### src/rtl/vehicle_demand_detector.sv
// Road-demand front end: synchronises, debounces and stretches two loop detectors into sw[1:0].
// Optional vehicle counters are built when VEH_COUNT_EN is defined.
module vehicle_demand_detector #(
  parameter int DEBOUNCE_CYC  = 4,
  parameter int HOLD_SEC      = 3,
  parameter int MIN_DWELL_SEC = 2,
  parameter int STUCK_SEC     = 120
) (
  input  logic       sys_clk,
  input  logic       sys_rst,
  input  logic       tick_1hz,
  input  logic       det_main,
  input  logic       det_branch,
  input  logic       fault_clr,
`ifdef VEH_COUNT_EN
  input  logic       cnt_clr,
  output logic [7:0] cnt_main,
  output logic [7:0] cnt_branch,
`endif
  output logic [1:0] sw,
  output logic       sw_chg,
  output logic [1:0] stuck
);

  typedef enum logic [1:0] {ABSENT, QUALIFY, PRESENT, HOLD} road_state_e;

  localparam logic [7:0] DEB_LAST   = 8'(DEBOUNCE_CYC - 1);
  localparam logic [5:0] HOLD_INIT  = 6'(HOLD_SEC);
  localparam logic [5:0] DWELL_INIT = 6'(MIN_DWELL_SEC);
  localparam logic [7:0] STUCK_MAX  = 8'(STUCK_SEC);
  localparam logic [7:0] STUCK_LAST = 8'(STUCK_SEC - 1);

  // Index 1 is the main road, index 0 the branch road, matching sw and stuck.
  logic [1:0]  sync1;
  logic [1:0]  s;
  road_state_e state_q [2];
  road_state_e state_d [2];
  logic [7:0]  deb_q   [2];
  logic [7:0]  deb_d   [2];
  logic [5:0]  hold_q  [2];
  logic [5:0]  hold_d  [2];
  logic [7:0]  stk_q   [2];
  logic [7:0]  stk_d   [2];
  logic [1:0]  stuck_set;
  logic [1:0]  demand;
  logic [5:0]  dwell_q;

  // NOTE: sequential state uses non-blocking assignments so every flop samples pre-edge values.
  always_ff @(posedge sys_clk) begin
    if (sys_rst) begin
      for (int i = 0; i < 2; i++) begin
        state_q[i] <= ABSENT;
        deb_q[i]   <= '0;
        hold_q[i]  <= '0;
        stk_q[i]   <= '0;
      end
    end else begin
      for (int i = 0; i < 2; i++) begin
        state_q[i] <= state_d[i];
        deb_q[i]   <= deb_d[i];
        hold_q[i]  <= hold_d[i];
        stk_q[i]   <= stk_d[i];
      end
    end
  end

  always_comb begin
    for (int i = 0; i < 2; i++) begin
      // NOTE: every comb output gets a default first so no path infers a latch.
      state_d[i]   = state_q[i];
      deb_d[i]     = deb_q[i];
      hold_d[i]    = hold_q[i];
      stk_d[i]     = stk_q[i];
      stuck_set[i] = 1'b0;
      unique case (state_q[i])
        ABSENT: begin
          if (s[i]) begin
            if (DEBOUNCE_CYC == 1) begin
              state_d[i] = PRESENT;
              stk_d[i]   = '0;
            end else begin
              state_d[i] = QUALIFY;
              deb_d[i]   = 8'd1;
            end
          end
        end
        QUALIFY: begin
          if (!s[i]) begin
            state_d[i] = ABSENT;
            deb_d[i]   = '0;
          end else if (deb_q[i] == DEB_LAST) begin
            state_d[i] = PRESENT;
            deb_d[i]   = '0;
            stk_d[i]   = '0;
          end else begin
            deb_d[i] = deb_q[i] + 8'd1;
          end
        end
        PRESENT: begin
          if (!s[i]) begin
            state_d[i] = HOLD;
            hold_d[i]  = HOLD_INIT;
          end else if (tick_1hz) begin
            if (stk_q[i] >= STUCK_LAST) begin
              stk_d[i]     = STUCK_MAX;
              stuck_set[i] = 1'b1;
            end else begin
              stk_d[i] = stk_q[i] + 8'd1;
            end
          end
        end
        HOLD: begin
          // A returning vehicle wins over a tick in the same cycle.
          if (s[i]) begin
            state_d[i] = PRESENT;
            stk_d[i]   = '0;
          end else if (tick_1hz) begin
            if (hold_q[i] == 6'd1) begin
              state_d[i] = ABSENT;
              hold_d[i]  = '0;
            end else begin
              hold_d[i] = hold_q[i] - 6'd1;
            end
          end
        end
      endcase
    end
  end

  always_comb begin
    for (int i = 0; i < 2; i++) begin
      demand[i] = (state_q[i] == PRESENT) || (state_q[i] == HOLD) || stuck[i];
    end
  end

  // Synchronisers, sticky faults and the dwell-limited demand register.
  always_ff @(posedge sys_clk) begin
    if (sys_rst) begin
      sync1   <= '0;
      s       <= '0;
      stuck   <= '0;
      sw      <= '0;
      sw_chg  <= 1'b0;
      dwell_q <= '0;
    end else begin
      sync1 <= {det_main, det_branch};
      s     <= sync1;
      stuck <= stuck_set | (stuck & ~{2{fault_clr}});
      if ((demand != sw) && (dwell_q == '0)) begin
        sw      <= demand;
        sw_chg  <= 1'b1;
        dwell_q <= DWELL_INIT;
      end else begin
        sw_chg <= 1'b0;
        if (tick_1hz && (dwell_q != '0)) dwell_q <= dwell_q - 6'd1;
      end
    end
  end

`ifdef VEH_COUNT_EN
  logic [1:0] arrive;

  always_comb begin
    for (int i = 0; i < 2; i++) begin
      arrive[i] = (state_d[i] == PRESENT) &&
                  ((state_q[i] == ABSENT) || (state_q[i] == QUALIFY));
    end
  end

  always_ff @(posedge sys_clk) begin
    if (sys_rst || cnt_clr) begin
      cnt_main   <= '0;
      cnt_branch <= '0;
    end else begin
      if (arrive[1] && (cnt_main != 8'hFF))   cnt_main   <= cnt_main + 8'd1;
      if (arrive[0] && (cnt_branch != 8'hFF)) cnt_branch <= cnt_branch + 8'd1;
    end
  end
`endif

endmodule

### config.mk
export PLATFORM = sky130hd
export DESIGN_NAME = vehicle_demand_detector
export DESIGN_NICKNAME = d
export VERILOG_FILES = /design/src/rtl/vehicle_demand_detector.sv
export SDC_FILE = /design/constraint.sdc
export NUM_CORES = 1
export LEC_CHECK = 0
export CAP_MARGIN = 20
export CORE_ASPECT_RATIO = 1.75
export CORE_MARGIN = 3
export CORE_UTILIZATION = 52
export DETAILED_ROUTE_END_ITERATION = 10
export HOLD_SLACK_MARGIN = 0.06
export MAX_ROUTING_LAYER = met4
export PLACE_DENSITY = 0.78
export SLEW_MARGIN = 30
export SYNTH_ARGS = -nofsm -noshare
export SYNTH_HDL_FRONTEND = slang
export SYNTH_SLANG_ARGS = --single-unit
### constraint.sdc
create_clock -name sys_clk -period 4 [get_ports sys_clk]
set_clock_uncertainty 0.1 [all_clocks]
set_input_delay 0.4 -clock sys_clk [delete_from_list [all_inputs] [get_ports sys_clk]]
set_output_delay 0.4 -clock sys_clk [all_outputs]
set_load 0.1 [all_outputs]
== Word level (Yosys, flattened, before mapping) ==
Memories as Yosys holds them, arrays and structs flattened.
Cells that the tools add are included.

* Output and inout port bits: 5
* Flip-flop bits (word level): 15
* RAM bits: 48
* Bits of input ports: 6
* Memories: 4
* Word-level logic and storage cells: 124

{| class="wikitable"
|+ Memory list
! name !! words !! bits a word !! rd ports !! clocked after Yosys merged registers in !! write ports !! RTL line !! RTL
|-
| deb_q || 2 || 8 || 2 || 0 || 2 || 38 || <nowiki>logic [7:0] deb_q [2];</nowiki>
|-
| stk_q || 2 || 8 || 2 || 0 || 2 || 42 || <nowiki>logic [7:0] stk_q [2];</nowiki>
|-
| hold_q || 2 || 6 || 2 || 0 || 2 || 40 || <nowiki>logic [5:0] hold_q [2];</nowiki>
|-
| state_q || 2 || 2 || 2 || 0 || 2 || 36 || <nowiki>road_state_e state_q [2];</nowiki>
|}

* Equality and inequality tests: 11
* Magnitude comparators: 2
* Add/sub/neg operators: 7
* Multiplexer cells: 70
* Reduce and logical (&&, ||, !) cells: 12
* Bitwise operators: 11

{| class="wikitable"
|+ Operators with widths
! kind !! count
|-
| $mux W8 || 22
|-
| $mux W6 || 10
|-
| $pmux W8 S3 || 2
|-
| $mux W2 || 18
|-
| $add A8 B1 Y8 const B || 4
|-
| $pmux W8 S2 || 2
|-
| $pmux W6 S2 || 2
|-
| $sub A6 B1 Y6 const B || 3
|-
| $eq A8 B2 Y1 const B || 2
|-
| $ge A8 B7 Y1 const B || 2
|-
| $pmux W2 S4 || 2
|-
| $eq A6 B1 Y1 const B || 2
|-
| $mux W1 || 12
|-
| $eq A2 B2 Y1 const B || 4
|-
| $or A1 B1 Y1 || 8
|-
| $logic_not A6 Y1 || 1
|-
| $reduce_bool A6 Y1 || 1
|-
| $eq A2 B1 Y1 const B || 2
|-
| $logic_not A2 Y1 || 2
|-
| $logic_or A1 B1 Y1 || 4
|-
| $and A2 B2 Y2 || 1
|-
| $logic_and A1 B1 Y1 || 2
|-
| $ne A2 B2 Y1 || 1
|-
| $not A2 Y2 || 1
|-
| other kinds (3) || 3
|}

== Depth between registers and ports, before layout ==
Gate-level depths: netlist of run 1.
An unclocked memory read counts as a cell.

* Depth in word-level cells: 7
* Depth in mapped cells: 6
* Gate-level depth less buffers: 6

== Least setup slack after synthesis of run 1 ==
No wires, ideal clock.

* Path kind: register to register
* Start: reg sw[1]
* End: reg dwell_q[1]
* Library setup time: 0.127 ns
* Required time: 3.773 ns
* Path buffers: 0
* Stages on the path, launching flop included: 5
* Setup slack: 2.153 ns
* Arrival time: 1.620 ns
* Period minus slack after synthesis: 1.847 ns
* Cell sequence: dfxtp_1 o21ai_0 a22oi_1 nand2b_1 a31oi_1

* Word-level cells in the longest chain between the ends: 3
* Elaborated cells between the ends (all ways): 4
* Classes of those cells: eq/ne (1); mux (1); reduce/logical (2)

{| class="wikitable"
|+ RTL lines
! element !! RTL line !! RTL
|-
| start: declaration || 20 || <nowiki>output logic [1:0] sw,</nowiki>
|-
| start signal: assignment || 150 || <nowiki>sw <= demand;</nowiki>
|-
| $ne A2 B2 Y1 (*) || 149 || <nowiki>if ((demand != sw) && (dwell_q == '0)) begin</nowiki>
|-
| $logic_and A1 B1 Y1 (*) || 149 ||
|-
| $mux W2 / $reduce_bool A2 Y1 (equally long branches) || -- ||
|-
| end signal: assignment || 155 || <nowiki>if (tick_1hz && (dwell_q != '0)) dwell_q <= dwell_q - 6'd1;</nowiki>
|-
| end: declaration || 46 || <nowiki>logic [5:0] dwell_q;</nowiki>
|}

Every way passes the cells marked *; elsewhere a longest branch is shown, timed or not.
A chain may end at the register's enable or synchronous reset.

== Worst setup path after layout of run 1 ==
* Start: reg stuck[1]
* End: out stuck[1]

{| class="wikitable"
|+ RTL lines
! element !! RTL line !! RTL
|-
| start: declaration || 22 || <nowiki>output logic [1:0] stuck</nowiki>
|-
| start signal: assignment || 148 || <nowiki>stuck <= stuck_set | (stuck & ~{2{fault_clr}});</nowiki>
|}

No word-level cell between the ends.

==> results of run 1 <==
[cell families after synthesis]
| kind of cell | count (synthesis) |
|---|---|
| XOR/XNOR | 23 |
| buffers and inverters | 28 |
| flip-flops | 63 |
| AO/OA/AOI/OAI | 85 |
| AND/OR/NAND/NOR | 167 |
| adder cells (fa/ha/maj) | 10 |
[cells in the final DEF, fill, tap and decap left out, drive strengths merged, types with 4 or more instances in the layout]
cell / instances
xor2: 12
nor4: 6
ha: 10
nor3: 16
inv: 14
nand2b: 6
a32o: 4
nor2b: 10
clkdlybuf4s50: 10
nor2: 42
clkbuf: 14
and2: 7
a31oi: 6
and3: 9
nand3: 14
dfxtp: 63
nand2: 25
nand4: 14
a21oi: 17
or3: 6
xnor2: 11
o21ai: 25
[report_power, final]
part / internal [mW] / total (mW) / switching, mW
logic: 0.109 / 0.315 / 0.206
clock network: 0.420 / 0.654 / 0.234
registers: 0.664 / 0.698 / 0.0341
[layout make-up]
type                       instances  share of cell area
multi-input combinational        285              0.5044
sequential                        63              0.3548
clock buffer                      14             0.05139
timing repair buffer              11             0.03027
tap                               78             0.02746
clock inverter                     2             0.01690
inverter                          14             0.01478
[synthesized netlist by cell type, types with 10 or more instances]
cell / count / area [sq um]
nor2_1: 42 / 157.7
xor2_1: 12 / 105.1
o21ai_0: 19 / 95.09
ha_1: 10 / 125.1
a21oi_1: 17 / 85.08
clkbuf_1: 10 / 37.54
nand3_1: 14 / 70.07
nor3_1: 15 / 75.07
nor2b_1: 10 / 62.56
nand2_1: 25 / 93.84
xnor2_1: 11 / 96.34
nand4_1: 14 / 87.58
dfxtp_1: 63 / 1261
inv_1: 14 / 52.55
[sequential cells by signal (all words and copies together), names as in the netlist, named ones only]
register  flops
sync1         2
state_q       2
dwell_q       6
stk_q        16
hold_q       12
s             2
sw_chg        1
sw            2
deb_q        16
stuck         2
[per-stage QoR]
step                hold slack, ns  std cells  utilization
floorplan                   0.3138        376            -
global placement            0.3161        451       0.5633
detailed placement          0.3247        451       0.5633
CTS                         0.3381        467       0.6046
global route                0.3574        467       0.6046
finish                      0.3303        467       0.6046
[worst paths after layout]
| path | startpoint | endpoint | slack (ns) |
|---|---|---|---|
| max reg2reg | stk_q[0][0] | stk_q[0][3] | 1.97 |
| min reg2reg | sync1[0] | s[0] | 0.33 |
| min | sync1[0] | s[0] | 0.33 |
| max | stuck[1] | stuck[1] | 1.58 |
[routing by layer]
metal | part of all wire | wire length (microns) | track usage | vias up
met4 | 0.024 | 157 | 0.1157 | 0
met5 | 0 | 0 | - | -
met1 | 0.42 | 2766 | 0.2222 | 1282
met2 | 0.52 | 3404 | 0.3575 | 56
met3 | 0.037 | 240 | 0.03783 | 12
li1 | - | - | - | 1379
==> summary.md, run 1 <==
| Metric | Value |
|---|---|
| Total Power | `1.667 mW` |
| Achievable Freq | `0.4130 GHz` |
| Routed wire per std cell | `14.06 microns` |
| CP Data Arrival Time | `1.92 ns` |
| Fin area | `0.003555 sq mm` |
| Die H | `109.3 microns` |
| Post-route clock period utilization | `0.6053` |
| Mux contribution to synthesized area | `0` |
| Largest stage delay on the critical path | `1.17 ns` |
| Place WS | `1.524 ns` |
| WP data required | `3.50 ns` |
| Final WL | `6568 microns` |
| Worst Hold Class | `reg -> reg` |
| Placer congestion estimate | `0.8246` |
| Post-CTS Repair Setup Buffers | `0` |
| Synth Net Count | `392` |
| Worst-Margin Slew | `0.9713 ns` |
| ANT nets after route | `0` |
| I/O Pins | `11` |
| Hold violation total from the final report | `0` |
| Largest net degree at the start of global routing | `33` |
| DR DRC count | `0` |
| Final setup margin | `1.579 ns` |
| Starting density of the core | `0.5393` |
| Worst-case clock buffer depth | `2` |
| Root buffer cell | `clkbuf_8` |
| Placeable Area | `0.005879 sq mm` |
| Slew margin rel. | `0.3504` |
| Fillcell total | `535` |
| Chip Width | `65.03 microns` |
| Hold depth | `1` |
| Gr usage total | `0.2074` |
| Port-buffer cells | `10` |
| Post-Synth Simple-Gate Area | `0.2814` |
| Worst skew pair latency | `0.33 ns` |
| Nets@finish | `400` |
| Number of global-route vias before repair | `2646` |
| CP startpoint kind | `register` |
| Number of flops mapped to enable cells by yosys | `0` |
| CTS resizes | `0` |
| Syn Inst Count | `376` |
| Slowest CP cell | `clkdlybuf4s50_1` |
| Synth Area in XOR/XNOR | `0.06354` |
| Diodes inserted | `0` |
| Ys flop type | `dfxtp_1` |
| Min Clock Period, post-route | `2.421 ns` |
| DR pass1 iterations | `5` |
| First-pass GRT wire length | `11320 microns` |
| Area share of fa/ha/maj cells after synthesis | `0.03946` |
| Placed Instance Area | `0.003312 sq mm` |
| Detailed router's first-iteration violation count | `194` |
| Crit end category | `output pin` |
| Library cells used by synthesis | `58` |
| Family with the most delay on the worst path | `buffers and inverters` |
| CTS HTree Levels | `3` |
| Share of cells above drive strength 1 | `0.06427` |
| Yosys reg bits | `63` |
| Setup CP Type | `reg -> out` |
| Row count | `37` |
| Initial antenna violation count | `0` |
| Num CTS Buffers | `9` |
| Post-synthesis sequential area ratio | `0.3978` |
| DP Wirelength | `4556 microns` |
| CTS Sinks | `63` |
| Post-synthesis compound-gate area fraction | `0.1811` |
| Avg Vias per Cell | `5.844` |
| CTS tree | `yes` |
| Syn-to-layout area delta | `12.12%` |
| FF/Latch Area | `0.001261 sq mm` |
| Status | `completed` |
| Post-synth ARST share | `0` |
| Lkg Pwr | `1.289 nW` |
| Critical path fanouts, max | `5` |
| Grt total ovfl | `0` |
| Post-Syn Area | `0.003171 sq mm` |
| Max VDD drop | `352.8 uV` |
| Levels on crit path | `1` |
| Largest family of logic cells by synthesized area | `simple AND/OR/NAND/NOR gates` |
| Crit path cell chain | `clkdlybuf4s50_1` |
| RSZ-0062 raised after global routing | `false` |
| Cells on worst reg2reg path | `5` |
| Final setup vio count | `0` |
| Post-Route Setup TNS | `0 ns` |
| Reg clk slew, reported paths | `0.07 ns` |
| Area occupied by multi-input gates | `0.001793 sq mm` |
| WP buf/inv | `1` |
| Max Cap Violations | `0` |
| Hold-fix buffers at CTS | `0` |
| Vias | `2729` |
| Power per Cell Area | `468.9 mW/mm^2` |
| Max-slew violations | `0` |
| Yosys warning count | `0` |
| Syn avg cell area | `8.432 sq um` |
| Overall die area | `0.007107 sq mm` |
Note: power is estimated with default switching activity, not from simulation.
==> run 2, diff against run 1 <==
- PLACE_DENSITY: 0.78 -> 0.81
- clock period: 4 -> 2.15 ns (I/O delays scaled with it)
==> run 2 against run 1 <==
Net effect: count of clock-buffer cells in the layout decreased by 4; critical path depth is 5 higher; register-to-register slack got worse by 1.7 ns; cell count up 1.7%; critical path type is now reg -> reg; critical endpoint is now stk_q[0][10]; largest power group unchanged.
==> summary.md, run 2 (synthesis results as in run 1) <==
| Metric | Value |
|---|---|
| Status | `completed` |
| Slowest CP cell | `dfxtp_1` |
| FF/Latch Area | `0.001261 sq mm (unchanged)` |
| Fin area | `0.003601 sq mm (+1.3%)` |
| Setup CP Type | `reg -> reg` |
| Avg Vias per Cell | `5.966 (+2.1%)` |
| Lkg Pwr | `1.329 nW (+3.1%)` |
| Num CTS Buffers | `9 (unchanged)` |
| WP data required | `2.28 ns (-1.22 ns)` |
| Overall die area | `0.007107 sq mm (unchanged)` |
| Post-route clock period utilization | `0.8749` |
| Placed Instance Area | `0.003385 sq mm (+2.2%)` |
| Gr usage total | `0.2232 (+0.01580)` |
| Place WS | `0.1886 ns (-1.335 ns)` |
| Worst Hold Class | `in -> reg` |
| Largest stage delay on the critical path | `0.42 ns (-0.75 ns)` |
| Worst hold margin | `0.3220 ns (-0.008243 ns)` |
| Diodes inserted | `0 (unchanged)` |
| Achievable Freq | `0.5316 GHz` |
| Number of global-route vias before repair | `2722 (+2.9%)` |
| Syn-to-layout area delta | `13.58%` |
| Placer congestion estimate | `0.9080 (+10%)` |
| Critical path fanouts, max | `6 (+1)` |
| Final setup vio count | `0 (unchanged)` |
| Detailed router's first-iteration violation count | `161 (-17%)` |
| Crit path cell chain | `ha_1 > nor4b_4 > a41oi_1 > buf_4 > a31oi_1 > o21ai_0` |
| Largest net degree at the start of global routing | `32 (-3.0%)` |
| Max VDD drop | `695.5 uV (+97%)` |
| Sequential Power Share | `0.438 (+0.019)` |
| GR peak layer | `met2` |
| Max-slew violations | `0 (unchanged)` |
| Final core occ | `0.6125 (+0.007874)` |
| Slew margin rel. | `0.6460 (+0.2955)` |
| I/O Pins | `11 (unchanged)` |
| Worst-case clock buffer depth | `2 (unchanged)` |
| Final cell count without fillers | `475 (+1.7%)` |
| M2 GR Usage | `0.3824 (+0.02491)` |
| Nets@finish | `408 (+2.0%)` |
| Placeable Area | `0.005879 sq mm (unchanged)` |
| Top Registers | `deb_q (16), stk_q (16), hold_q (12)` |
| Commonest non-fill, non-tap cells in the layout | `63 x dfxtp_1, 42 x nor2_1, 25 x nand2_1` |
| Crit end category | `register` |
| Clock network fraction of design power | `0.361 (-0.031)` |
| Met1 GRT Util | `0.2366 (+0.01433)` |
| Commonest non-fill, non-tap cell in the layout | `dfxtp_1` |
| Sw power | `942.5 uW (+99%)` |
| Routed wire per std cell | `14.53 microns (+3.3%)` |
| CP Data Arrival Time | `2.01 ns (+0.09 ns)` |
| Final setup margin | `0.2690 ns (-1.310 ns)` |
| Final WL | `6900 microns (+5.1%)` |
| Vias | `2834 (+3.8%)` |
| Post-CTS Repair Setup Buffers | `0 (unchanged)` |
| Worst-Margin Slew | `0.5270 ns (-0.4443 ns)` |
| ANT nets after route | `0 (unchanged)` |
| Fillcell total | `525 (-1.9%)` |
| Grt total ovfl | `0 (unchanged)` |
| CTS Sinks | `63 (unchanged)` |
| Reg clk slew, reported paths | `0.08 ns (about the same)` |
| Total Power | `2.955 mW (+77%)` |
| Max Cap Violations | `0 (unchanged)` |
| CTS tree | `yes` |
| Port-buffer cells | `10 (unchanged)` |
| Post-Route Setup TNS | `0 ns (unchanged)` |
| Grt met3 use | `0.05317 (+0.01534)` |
| DR DRC count | `0 (unchanged)` |
| Sw frac | `0.3190 (+0.03454)` |
| Hold violation total from the final report | `0 (unchanged)` |
| Int Power | `2.012 mW (+69%)` |
| Initial antenna violation count | `0 (unchanged)` |
| R2R setup slack | `0.27 ns (-1.70 ns)` |
| CTS HTree Levels | `3 (unchanged)` |
| Root buffer cell | `clkbuf_8` |
| DP Wirelength | `4843 microns (+6.3%)` |
| Starting density of the core | `0.5393 (unchanged)` |
| Power per Cell Area | `820.5 mW/mm^2 (+75%)` |
| Combinational power share | `0.201 (+0.012)` |
| CTS resizes | `0 (unchanged)` |
| CP startpoint kind | `register` |
| DR pass1 iterations | `4 (-1)` |
| First-pass GRT wire length | `12060 microns (+6.6%)` |
| Row count | `37 (unchanged)` |
| Min Clock Period, post-route | `1.881 ns` |
| Worst skew pair latency | `0.35 ns (+0.02 ns)` |
| Chip Width | `65.03 microns (unchanged)` |
| Area occupied by multi-input gates | `0.001802 sq mm (+0.49%)` |
| Die H | `109.3 microns (unchanged)` |
| Share of cells above drive strength 1 | `0.09824 (+0.03397)` |
| Hold-fix buffers at CTS | `0 (unchanged)` |
| RSZ-0062 raised after global routing | `false` |
| DP Cell Count | `459 (+1.8%)` |
[run 2: cell types whose count changed in the layout (fill, tap and decap cells not counted), moves of 2 or more]
cell,delta
buf_4,+11
clkdlybuf4s50_1,-5
buf_12,+2
clkbuf_8,-3
clkinv_4,+4
[run 2: critical path, delay by kind of cell, from the launching register on]
kind | cells | cell delay, ns
AOI/OAI and AO/OA | 3 | 0.45
DFF | 1 | 0.42
and+or+nand+nor | 1 | 0.33
adders and majority gates | 1 | 0.26
buffers and inverters | 1 | 0.21
[run 2: final cells by class]
class                   instances  area share
clock inverters                 6     0.01946
repair buffers                 19     0.05003
clock buffers                  10     0.03822
flip-flops and latches         63      0.3502
multi-input cells             285      0.5003
inverters                      14     0.01459
well taps                      78     0.02710
[run 2: power groups by stage]
stage | clock, mW | combinational [mW] | sequential, mW
after floorplan | 0 | 0.367 | 1.41
after global placement | 0 | 0.579 | 1.32
after detailed placement | 0 | 0.589 | 1.32
after CTS | 1.10 | 0.597 | 1.29
after global routing | 1.15 | 0.676 | 1.30
final | 1.07 | 0.593 | 1.29
[run 2: final timing paths]
kind / start / to / cells past startpoint
setup reg to reg: deb_q[0][8] / stk_q[0][10] / 6
hold / removal: det_main / sync1[1] / 2
setup / recovery: deb_q[0][8] / stk_q[0][10] / 6
hold reg to reg: sync1[0] / s[0] / 1
[run 2: routing by layer]
metal | vias up | part of all wire
met5 | - | 0
met4 | 0 | 0.030
met3 | 20 | 0.038
met2 | 67 | 0.52
met1 | 1353 | 0.41
li1 | 1394 | -
